--- src/rtl/key_converter.sv ---
// ASCII key byte to 4-bit game key decoder with a registered output.
// Define KEYCONV_ONESHOT_EN to emit one-cycle pulses on key changes instead of levels.
module key_converter (
   output logic [3:0] key,
   input  logic [7:0] keyboard,
   input  logic       clk,
   input  logic       rst
);

   logic [3:0] w_code;
   logic [3:0] r_key;

   // X/Z bytes match no item and fall through to the default of 0.
   always_comb begin
      w_code = 4'd0;
      case (keyboard)
         8'h57, 8'h77: w_code = 4'd1;
         8'h41, 8'h61: w_code = 4'd2;
         8'h53, 8'h73: w_code = 4'd3;
         8'h44, 8'h64: w_code = 4'd4;
         8'h4A, 8'h6A: w_code = 4'd5;
         8'h4B, 8'h6B: w_code = 4'd6;
         8'h4C, 8'h6C: w_code = 4'd7;
         8'h20:        w_code = 4'd8;
         default:      w_code = 4'd0;
      endcase
   end

`ifdef KEYCONV_ONESHOT_EN
   logic [7:0] r_prev;
   logic       w_fire;

   // A case change of the same letter is a different byte and so fires again.
   assign w_fire = (keyboard != r_prev) && (w_code != 4'd0);

   always_ff @(posedge clk or posedge rst) begin
      if (rst) begin
         r_key  <= 4'd0;
         r_prev <= 8'h00;
      end else begin
         r_key  <= w_fire ? w_code : 4'd0;
         r_prev <= keyboard;
      end
   end
`else
   always_ff @(posedge clk or posedge rst) begin
      if (rst) begin
         r_key <= 4'd0;
      end else begin
         r_key <= w_code;
      end
   end
`endif

   assign key = r_key;

endmodule

--- config.mk ---
export PLATFORM = sky130hd
export DESIGN_NAME = key_converter
export DESIGN_NICKNAME = d
export VERILOG_FILES = /design/src/rtl/key_converter.sv
export SDC_FILE = /design/constraint.sdc
export NUM_CORES = 1
export LEC_CHECK = 0
export ABC_AREA = 1
export BUFFER_PORTS_ARGS = -buffer_cell sky130_fd_sc_hd__buf_2
export CAP_MARGIN = 20
export CORE_AREA = 5 5 42 44
export DETAILED_ROUTE_END_ITERATION = 6
export DIE_AREA = 0 0 47 49
export SYNTH_ARGS = -nofsm -noshare
export SYNTH_HDL_FRONTEND = slang
export SYNTH_SLANG_ARGS = --single-unit
--- constraint.sdc ---
create_clock -name clk -period 0.8 [get_ports clk]
set_clock_uncertainty 0.05 [all_clocks]
set_input_delay 0 -clock clk [delete_from_list [all_inputs] [get_ports clk]]
set_output_delay 0 -clock clk [all_outputs]
set_load 0.01 [all_outputs]
==> flow_summary.ini <==
[clock_tree]
path_clk_slew_ns = 0.04
clockBufferDepth = 2
cts_buffers = 3
clock_sinks = 4
cts_root_buffer = clkbuf_4
cts_hold_buf = 1
cts_tree = built
htree_levels = 1
ctsResizeCount = 0
cts.repair_timing.setup_buffer_count = 0

[die]
dieArea_um2 = 2300
coreArea_um2 = 1400
die_h_um = 49
num_rows = 14
initial_utilization = 0.212
die_x_um = 47
io_pins = 14

[synth]
yosysMostFrequentCell = nand2_1
synth_edf_count = 0
syn_nets = 64
synthTopCellsByCount = 19 x nand2_1, 15 x nor2_1, 11 x inv_1, 4 x dfrtp_1, 3 x nand3_1
synth_warnings = 0
synth_ff_type = dfrtp_1
yosysSeqAreaShare = 0.338
synth_area_leaders = dfrtp_1 34%, nand2_1 24%, nor2_1 19%, inv_1 14%, nand3_1 5.1%
synth.cell_area_um2 = 297
synth_seq_cells = 4
synth.largest_area_cell = dfrtp_1
synth_area_per_cell_um2 = 5.49
synth_top_area_share = 0.338
ys_async_sr_fraction = 1.00
ys_types = 7
synth_cells = 54

[pwr]
power_density_nw_per_um2 = 1310
total_leakage_power_nw = 0.266
vdd_drop_max_v = 0.000249

[sta]
setup_viol = 0
rsz0062_at_grt = false
hold_slack_ns = -0.103
fmax_ghz = 1.32
finalCriticalPeriod_ns = 0.759
timing.final.crit_share = 0.949
finalHoldViolCount = 1
tightest_slew_ns = 0.233
drv_slew = 0
fin_setup_tns_ns = 0
relSlewSlack = 0.843

[cells_and_area]
drive_gt1_frac = 0.239
diodes = 0
areaGrowthSynthToFinish_pct = 39.7
final_area_um2 = 414
largest_reg_flops = 4
fillCellCount = 168
regArea_um2 = 100
nNetsFinal = 83
multiInputGateArea_um2 = 155

[worst_setup_path]
critPathLaunchType = register
path_depth = 1
endpoint_kind = primary output
cp_max_fo = 1
critical_path.cell_chain = buf_2
critPathTopFamily = flip-flops
crit_type = register to primary output
worstPathRequired_ns = 0.75
arrival_ns = 0.71
slowest_stage = dfrtp_1
cpPeakStageDelay_ns = 0.35
path_buf_inv = 1

[drt]
dr.pass1.iters = 4
route.detailed.drc = 0
routed_wirelength_um = 645
route.vias.total = 342
post_drt_wl_per_cell_um = 7.41
drt-initial-drc-count = 12
viasPerCell = 3.93
drt.antenna.violating_nets = 0

[worst_hold_path]
hp-class = input pin to register
hold_depth = 2

[grt]
grt_pass1_wl_um = 1080
met1_usage = 0.0728
grt_max_degree = 6
busiest_layer = met2
grtUsageMet3 = 0.0111
grt_use_total = 0.0628
overflow = 0
use_met2 = 0.0995
grt_pass1_vias = 314
antenna_found_initial = 0

[place]
numPortBuffers = 13
gp_congestion = 0.738
place_hpwl_um = 569
placed_cell_area_um2 = 382

[status]
status = finished, violations left
violations = negative hold slack

[job]
maxCapViolCount = 0
layout by cell type (no fill, tap or decap):
cell	count
nand2_1	19
nor2_1	15
buf_2	13
inv_1	11
dfrtp_1	4
nand3_1	3
clkbuf_4	3
nor2_2	1
nor4_1	1
dlygate4sd3_1	1
where the power goes:
part           total (mW)  leakage (nW)  switching (mW)  internal (mW)
Clock               0.241        0.0138          0.0737          0.167
Combinational      0.0936         0.197          0.0557         0.0379
Sequential          0.208        0.0555        0.000632          0.207
Total               0.542         0.266           0.130          0.412
worst paths after layout:
check                          to  slack (ns)   startpoint
max                        key[0]        0.04       key[0]
max in group asynchronous  key[2]        0.41          rst
min in group asynchronous  key[3]        0.14          rst
min                        key[3]       -0.10  keyboard[7]
cell families after synthesis:
kind of cell,count (synthesis),share of synthesized area
buf+inv,11,0.139
flops,4,0.338
simple gates,39,0.523
metal layers:
metal  part of all wire  wire [um]
met1               0.41        262
met4                  0          0
met5                  0          0
met3              0.095         61
met2               0.50        321
layout make-up:
cell class,instances,area share
inverter,11,0.0997
sequential,4,0.242
clock buffer,3,0.0544
tap,16,0.0483
timing repair buffer,14,0.181
multi-input combinational,39,0.375
through the flow:
stage	power (mW)	cells	setup slack, ns	hold slack [ns]	utilization
2_1_floorplan	0.257	54	0.276	-0.284	-
3_3_place_gp	0.300	83	0.0724	-0.169	0.272
3_5_place_dp	0.301	83	0.0474	-0.167	0.272
4_1_cts	0.559	87	0.0318	-0.111	0.296
5_1_grt	0.579	87	0.0168	-0.0951	0.296
6_report	0.542	87	0.0409	-0.103	0.296
Power figures use the tool's default switching activity.
